[config.mk]
export PLATFORM = sky130hd
export DESIGN_NAME = precision_dac_ctrl
export DESIGN_NICKNAME = d
export VERILOG_FILES = /design/src/rtl/precision_dac_ctrl_pkg.sv /design/src/rtl/precision_dac_spi_shifter.sv /design/src/rtl/precision_dac_ctrl.sv
export SDC_FILE = /design/constraint.sdc
export NUM_CORES = 1
export LEC_CHECK = 0
export CAP_MARGIN = 20
export CORE_UTILIZATION = 40
export CTS_CLUSTER_DIAMETER = 200
export DETAILED_ROUTE_END_ITERATION = 7
export PLACE_DENSITY_LB_ADDON = 0.15
export SLEW_MARGIN = 15
export SYNTH_ARGS = -nofsm -noshare
export SYNTH_HDL_FRONTEND = slang
export SYNTH_SLANG_ARGS = --single-unit
[constraint.sdc]
create_clock -name clk_i -period 5.73 [get_ports clk_i]
set_input_delay 0.8595 -clock clk_i [delete_from_list [all_inputs] [get_ports clk_i]]
set_output_delay 0.8595 -clock clk_i [all_outputs]
set_load 0.02 [all_outputs]
[src/rtl/precision_dac_ctrl_pkg.sv]
// Shared definitions for the precision DAC serial controller.
// Holds the frame geometry, the sequencer state type and the helper that
// assembles one 24-bit DAC frame from a command nibble, a channel index
// and a 16-bit channel word.
package precision_dac_ctrl_pkg;

  localparam int FRAME_W = 24;
  localparam int NUM_CH  = 4;
  localparam int WORD_W  = 16;
  localparam int CMD_W   = 4;
  localparam int ADDR_W  = 4;
  localparam int CH_W    = 2;

  typedef enum logic [1:0] {
    IDLE,
    SHIFT,
    GAP,
    LDAC
  } dacState_e;

  // The address field is one-hot: channel 0 -> 0001 ... channel 3 -> 1000.
  function automatic logic [FRAME_W-1:0] buildFrame(
    input logic [CMD_W-1:0]  cmd,
    input logic [CH_W-1:0]   chan,
    input logic [WORD_W-1:0] word
  );
    logic [ADDR_W-1:0] addr;
    addr = ADDR_W'(1) << chan;
    return {cmd, addr, word};
  endfunction

endpackage

[src/rtl/precision_dac_spi_shifter.sv]
// Serialises one 24-bit DAC frame, MSB first.
// Ports:
//   clk_i, rst_i     system clock, asynchronous active-high reset
//   start_i          one-cycle request; frame_i is captured on that edge
//   frame_i[23:0]    frame to send
//   sync_o           active-low frame select (registered)
//   sclk_o           serial clock, idles high (registered)
//   sdi_o            serial data, 0 outside a frame (registered)
//   lastCycle_o      high in the final cycle of a frame, so the caller can
//                    change state on the same edge that releases sync
// Each bit spends SCLK_HALF cycles with sclk high, then SCLK_HALF low. sdi
// only moves together with a rising sclk, so it is stable at the falling
// edge where the DAC samples it.
module precision_dac_spi_shifter
  import precision_dac_ctrl_pkg::*;
#(
  parameter int SCLK_HALF = 2
) (
  input  logic               clk_i,
  input  logic               rst_i,
  input  logic               start_i,
  input  logic [FRAME_W-1:0] frame_i,
  output logic               sync_o,
  output logic               sclk_o,
  output logic               sdi_o,
  output logic               lastCycle_o
);

  localparam logic [7:0] HALF_LAST = 8'(SCLK_HALF - 1);
  localparam logic [4:0] BIT_LAST  = 5'(FRAME_W - 1);

  logic [FRAME_W-1:0] shift_q, shift_d;
  logic [7:0]         halfCnt_q, halfCnt_d;
  logic [4:0]         bitCnt_q, bitCnt_d;
  logic               phaseLow_q, phaseLow_d;
  logic               busy_q, busy_d;
  logic               sync_q, sync_d;
  logic               sclk_q, sclk_d;
  logic               sdi_q, sdi_d;
  logic               halfEnd;

  assign halfEnd     = (halfCnt_q == HALF_LAST);
  assign lastCycle_o = busy_q & phaseLow_q & halfEnd & (bitCnt_q == BIT_LAST);

  // Next-state: a load restarts everything; otherwise walk high/low halves
  // and advance to the next bit at the end of each low half.
  always_comb begin
    shift_d    = shift_q;
    halfCnt_d  = halfCnt_q;
    bitCnt_d   = bitCnt_q;
    phaseLow_d = phaseLow_q;
    busy_d     = busy_q;
    sync_d     = sync_q;
    sclk_d     = sclk_q;
    sdi_d      = sdi_q;
    if (start_i) begin
      shift_d    = frame_i;
      halfCnt_d  = '0;
      bitCnt_d   = '0;
      phaseLow_d = 1'b0;
      busy_d     = 1'b1;
      sync_d     = 1'b0;
      sclk_d     = 1'b1;
      sdi_d      = frame_i[FRAME_W-1];
    end else if (busy_q) begin
      if (!halfEnd) begin
        halfCnt_d = halfCnt_q + 8'd1;
      end else begin
        halfCnt_d = '0;
        if (!phaseLow_q) begin
          phaseLow_d = 1'b1;
          sclk_d     = 1'b0;
        end else if (bitCnt_q == BIT_LAST) begin
          // Frame complete: sync and sclk rise together.
          phaseLow_d = 1'b0;
          busy_d     = 1'b0;
          sync_d     = 1'b1;
          sclk_d     = 1'b1;
          sdi_d      = 1'b0;
        end else begin
          phaseLow_d = 1'b0;
          bitCnt_d   = bitCnt_q + 5'd1;
          shift_d    = shift_q << 1;
          sclk_d     = 1'b1;
          sdi_d      = shift_q[FRAME_W-2];
        end
      end
    end
  end

  always_ff @(posedge clk_i or posedge rst_i) begin
    if (rst_i) begin
      shift_q    <= '0;
      halfCnt_q  <= '0;
      bitCnt_q   <= '0;
      phaseLow_q <= 1'b0;
      busy_q     <= 1'b0;
      sync_q     <= 1'b1;
      sclk_q     <= 1'b1;
      sdi_q      <= 1'b0;
    end else begin
      shift_q    <= shift_d;
      halfCnt_q  <= halfCnt_d;
      bitCnt_q   <= bitCnt_d;
      phaseLow_q <= phaseLow_d;
      busy_q     <= busy_d;
      sync_q     <= sync_d;
      sclk_q     <= sclk_d;
      sdi_q      <= sdi_d;
    end
  end

  assign sync_o = sync_q;
  assign sclk_o = sclk_q;
  assign sdi_o  = sdi_q;

endmodule

[src/rtl/precision_dac_ctrl.sv]
// Refresh sequencer for a 4-channel 16-bit serial DAC.
// Ports:
//   clk_i, rst_i   system clock, asynchronous active-high reset
//   data_i[63:0]   channel words, channel i in data_i[16*i +: 16]
//   valid_i        level enable; while high, sweeps repeat back to back
//   cmd_i[3:0]     command nibble placed in every frame
//   sync_o         active-low frame select
//   sclk_o         serial clock, idles high
//   sdi_o          serial data, MSB first
//   ldac_o         active-low load strobe, idles high
// A sweep is four frames (ch0..ch3), each followed by SYNC_GAP cycles of
// sync high, then an LDAC_PULSE-cycle ldac low pulse. valid_i is only
// consulted in IDLE and at the end of the ldac pulse, so a sweep that has
// started always runs to completion.
module precision_dac_ctrl
  import precision_dac_ctrl_pkg::*;
#(
  parameter int SCLK_HALF  = 2,
  parameter int SYNC_GAP   = 4,
  parameter int LDAC_PULSE = 4
) (
  input  logic                     clk_i,
  input  logic                     rst_i,
  input  logic [NUM_CH*WORD_W-1:0] data_i,
  input  logic                     valid_i,
  input  logic [CMD_W-1:0]         cmd_i,
  output logic                     sync_o,
  output logic                     sclk_o,
  output logic                     sdi_o,
  output logic                     ldac_o
);

  localparam logic [7:0]      GAP_LAST  = 8'(SYNC_GAP - 1);
  localparam logic [7:0]      LDAC_LAST = 8'(LDAC_PULSE - 1);
  localparam logic [CH_W-1:0] CH_LAST   = CH_W'(NUM_CH - 1);

  dacState_e          state_q, state_d;
  logic [CH_W-1:0]    channel_q, channel_d;
  logic [7:0]         cnt_q, cnt_d;
  logic               ldac_q, ldac_d;
  logic               shiftStart;
  logic               shiftLast;
  logic [FRAME_W-1:0] shiftFrame;

  // Sequencer. A frame start is requested combinationally on the edge that
  // enters SHIFT, so sync falls on that same edge and the gap stays exact.
  always_comb begin
    state_d    = state_q;
    channel_d  = channel_q;
    cnt_d      = cnt_q;
    shiftStart = 1'b0;
    case (state_q)
      IDLE: begin
        if (valid_i) begin
          state_d    = SHIFT;
          channel_d  = '0;
          shiftStart = 1'b1;
        end
      end
      SHIFT: begin
        if (shiftLast) begin
          state_d = GAP;
          cnt_d   = '0;
        end
      end
      GAP: begin
        if (cnt_q == GAP_LAST) begin
          cnt_d = '0;
          if (channel_q != CH_LAST) begin
            state_d    = SHIFT;
            channel_d  = channel_q + CH_W'(1);
            shiftStart = 1'b1;
          end else begin
            state_d = LDAC;
          end
        end else begin
          cnt_d = cnt_q + 8'd1;
        end
      end
      LDAC: begin
        if (cnt_q == LDAC_LAST) begin
          cnt_d = '0;
          if (valid_i) begin
            state_d    = SHIFT;
            channel_d  = '0;
            shiftStart = 1'b1;
          end else begin
            state_d = IDLE;
          end
        end else begin
          cnt_d = cnt_q + 8'd1;
        end
      end
      default: begin
        state_d = IDLE;
      end
    endcase
  end

  // ldac is registered from the next state so it is low exactly while the
  // sequencer sits in LDAC.
  assign ldac_d = (state_d != LDAC);

  // The frame is built from the channel about to be sent and is captured by
  // the shifter at start, so later input changes cannot disturb it.
  assign shiftFrame = buildFrame(cmd_i, channel_d, data_i[WORD_W*channel_d +: WORD_W]);

  always_ff @(posedge clk_i or posedge rst_i) begin
    if (rst_i) begin
      state_q   <= IDLE;
      channel_q <= '0;
      cnt_q     <= '0;
      ldac_q    <= 1'b1;
    end else begin
      state_q   <= state_d;
      channel_q <= channel_d;
      cnt_q     <= cnt_d;
      ldac_q    <= ldac_d;
    end
  end

  precision_dac_spi_shifter #(
    .SCLK_HALF (SCLK_HALF)
  ) u_shifter (
    .clk_i       (clk_i),
    .rst_i       (rst_i),
    .start_i     (shiftStart),
    .frame_i     (shiftFrame),
    .sync_o      (sync_o),
    .sclk_o      (sclk_o),
    .sdi_o       (sdi_o),
    .lastCycle_o (shiftLast)
  );

  assign ldac_o = ldac_q;

endmodule

==> parameters.txt <==
Parameter                              Value

Worst setup path
  Critical path capture point type    flip-flop
  Startpoint Class    primary input
  Peak fanout along the critical path    37
  Crit path cell chain    clkdlybuf4s50_1 > inv_1 > o21ai_0 > nand3_4 > a2111oi_0 > a211oi_1
  Arrival time of data at the critical path endpoint    3.16 ns
  Library cell contributing the largest single delay on the critical path    sky130_fd_sc_hd__clkdlybuf4s50_1
  Category of the most critical setup path    in2reg
  Required time of the critical path    5.90 ns
  Maximum single-stage delay on the critical path    0.57 ns

Logic synthesis
  Mean instance size in the synthesized netlist    9.10 um^2
  Mapped Nets    452
  Top cells by area, synth    sky130_fd_sc_hd__dfrtp_1, sky130_fd_sc_hd__nand2_1, sky130_fd_sc_hd__o211a_1
  Post-synthesis async set-or-reset flop share    100%
  Number of enable flip-flop cells after synthesis    0
  Post-synth top flop    sky130_fd_sc_hd__dfrtp_1
  Number of different library cells in the post-synthesis netlist    slightly below 60
  Share of Yosys cell area claimed by the top area cell type    37.2%
  Yosys top cell by area    sky130_fd_sc_hd__dfrtp_1
  Proportion of synthesized chip area in sequential cells    39.5%
  Seq cells post-synth    54
  Cell area after synthesis    3430 um^2
  Yosys warning total    0
  Cells after synthesis    377

Timing
  Worst-case setup margin in the final layout    2.74 ns
  Final slew viol count    0
  Highest clock rate    335 MHz
  RSZ-0062 raised after global routing    false
  Crit path time final    2.99 ns
  Transition time at the pin with the least slew margin    just under 0.9 ns
  Total Negative Setup Slacks    0 ns
  Worst slew slack as a fraction of its limit    41.2%
  Endpoints failing hold    0
  Fin crit share    between 50 and 60%
  Number of failing setup endpoints in the final timing report    0
  Setup Skew    0.0120 ns

Flow run
  Number of maximum-capacitance violations    0

Final layout
  Number of non-filler instances in the completed layout    546
  Count of inserted antenna diode cells    0
  Core utilization of the finished layout    52.6%
  Most frequent cells in the layout    sky130_fd_sc_hd__clkdlybuf4s50_1, sky130_fd_sc_hd__nand2_1, sky130_fd_sc_hd__dfrtp_1
  Total number of nets in the final design    515
  Fraction of final layout cells with drive strength greater than 1    10.4%
  Layout overhead on the synthesized area    26.5%
  Most frequent standard cell in the layout excluding fill and tap cells    sky130_fd_sc_hd__clkdlybuf4s50_1

Global routing
  Global-route congestion overflow total    0
  Wire length of the first global-routing pass    14,000 um
  Number of global-route vias before repair    2,851
  Global Route Usage Sum    20.0%
  Number of antenna violations at the first check in global routing    0
  Maximum number of pins on one net before global-route repair    55

Clock network
  Number of buffers inserted during clock tree synthesis    5
  Clock root buffer    sky130_fd_sc_hd__clkbuf_8
  TritonCTS clock tree    done
  Clk pin slew, worst setup/hold paths    0.09 ns
  Maximum count of clock buffers along a single path    2
  Clock Sinks    54
  Post_cts resized    0
  Post-CTS Repair Setup Buffers    0
  Number of buffers inserted for hold repair after clock tree synthesis    0
  Worst skew pair latency    a little over 0.3 ns
  Level count of the clock H-tree    2

Pwr
  Net switching power of the design    0.462 mW
  Comb pwr share    34.2%
  Share of total power consumed by net switching    33.8%
  Sequential share of power    about 47%
  Pwr/cell area    315 nW/um^2
  Worst vdd ir    0.173 mV
  Internal power consumption    0.906 mW
  Clock power frac    around a fifth
  Post-route total power    approximately 1.4 mW
  Pleak    1.84 nW

Routing
  Total DRC errors in the routed layout    0
  Drt via density    5.58
  Detailed-router iteration count before antenna repair    4
  WL/cell    15.9 um
  Final Routed Wirelength    8660 um
  Antenna Violating Nets Remaining    0
  Initial drt markers    125
  Via count    a little over 3,000

Floorplanning
  Floorplan core area    around 8300 um^2
  Initial core utilization    41.5%
  Std-Cell Rows    33
  Height of the die    94.6 um
  Die span in x    ~95 um
  # IOs    75
  Die Footprint    8950 um^2

Placement
  Final estimated routing congestion in global placement    0.788
  Number of instances in the placed design    537
  IO buf count    74
  Half-perimeter wire length after detailed placement    ~5900 um
  Post-place setup slack    2.45 ns

Hold path
  Worst hold path type    reg2reg

Status
  Outcome    complete, no violations
## power by group through the flow
stage / registers [mW] / logic, mW / clock network, mW
after floorplan: 0.625 / 0.338 / 0
after global placement: 0.646 / 0.455 / 0
after detailed placement: 0.650 / 0.472 / 0
after CTS: 0.643 / 0.472 / 0.265
after global routing: 0.670 / 0.530 / 0.282
final: 0.645 / 0.468 / 0.255
## worst paths after layout
kind / cells after the start / slack [ns] / from / to
max: 6 / 2.74 / valid_i / u_shifter.shift_q[7]
min: 2 / 0.48 / u_shifter.sync_o / u_shifter.sync_o
max reg2reg: 7 / 2.91 / cnt_q[0] / u_shifter.shift_q[13]
min reg2reg: 2 / 0.48 / u_shifter.sync_o / u_shifter.sync_o
max in group asynchronous: 3 / 4.22 / rst_i / u_shifter.bitCnt_q[0]
min in group asynchronous: 3 / 1.05 / rst_i / cnt_q[4]
## worst max-delay path: cells and delay by family
| family | cells | cell delay, ns |
|---|---|---|
| buffers and inverters | 2 | 0.67 |
| and+or+nand+nor | 1 | 0.54 |
| AOI/OAI and AO/OA | 3 | 1.09 |
## cell families (layout without fill, tap and decap cells)
family / after synthesis / count (layout) / share of synthesized area (%)
AOI/OAI and AO/OA: 99 / 99 / 21.3
DFF: 54 / 54 / 39.5
buffers and inverters: 46 / 110 / 6.13
xor gates and xnor gates: 8 / 8 / 2.04
and+or+nand+nor: 145 / 145 / 22.4
muxes: 21 / 21 / 7.15
adders and majority gates: 4 / 4 / 1.46
## registers in the layout, summed over array words and instances (netlist names)
| signal | flops |
|---|---|
| u_shifter.shift_q | 23 |
| u_shifter.halfCnt_q | 8 |
| u_shifter.sclk_o | 1 |
| u_shifter.phaseLow_q | 1 |
| u_shifter.sdi_o | 1 |
| u_shifter.busy_q | 1 |
| u_shifter.bitCnt_q | 5 |
| ldac_o | 1 |
| u_shifter.sync_o | 1 |
| state_q | 2 |
| cnt_q | 8 |
| channel_q | 2 |
## metrics by stage
stage / hold WS, ns / cell area, um^2
4_1_cts: 0.475 / 4330
3_5_place_dp: 0.462 / 4220
5_1_grt: 0.511 / 4340
6_report: 0.476 / 4340
3_3_place_gp: 0.465 / 4220
2_1_floorplan: 0.494 / 3430
## per-layer routing
metal | share of wire [%] | global-route usage (%) | routed length (um) | vias up
met3 | 3.3 | 3.62 | 284 | 2
met4 | 0.35 | 3.28 | 30 | 0
met1 | 48 | 28.9 | 4130 | 1482
met5 | 0 | 0 | 0 | -
li1 | - | - | - | 1505
met2 | 49 | 31.5 | 4210 | 55
## Yosys cell counts, drive strengths merged (4+ instances only)
cell	n
nand2	56
mux2i	8
o31ai	14
nand4	5
and3	5
or3	9
nor2	22
o2111ai	13
and4	4
mux2	13
clkbuf	10
nand3	23
o211a	13
buf	15
a31oi	5
nor3	4
o21ai	18
dfrtp	51
inv	21
a21oi	16
ha	4
xor2	6
## area by class of cell
class	count	area, um^2
multi-input cells	277	1870
clock buffers	5	68.8
flip-flops and latches	54	1360
inverters	21	78.8
clock inverters	3	40.0
fillers	775	3920
repair buffers	81	793
well taps	105	131
Note: power is estimated with default switching activity, not from simulation.
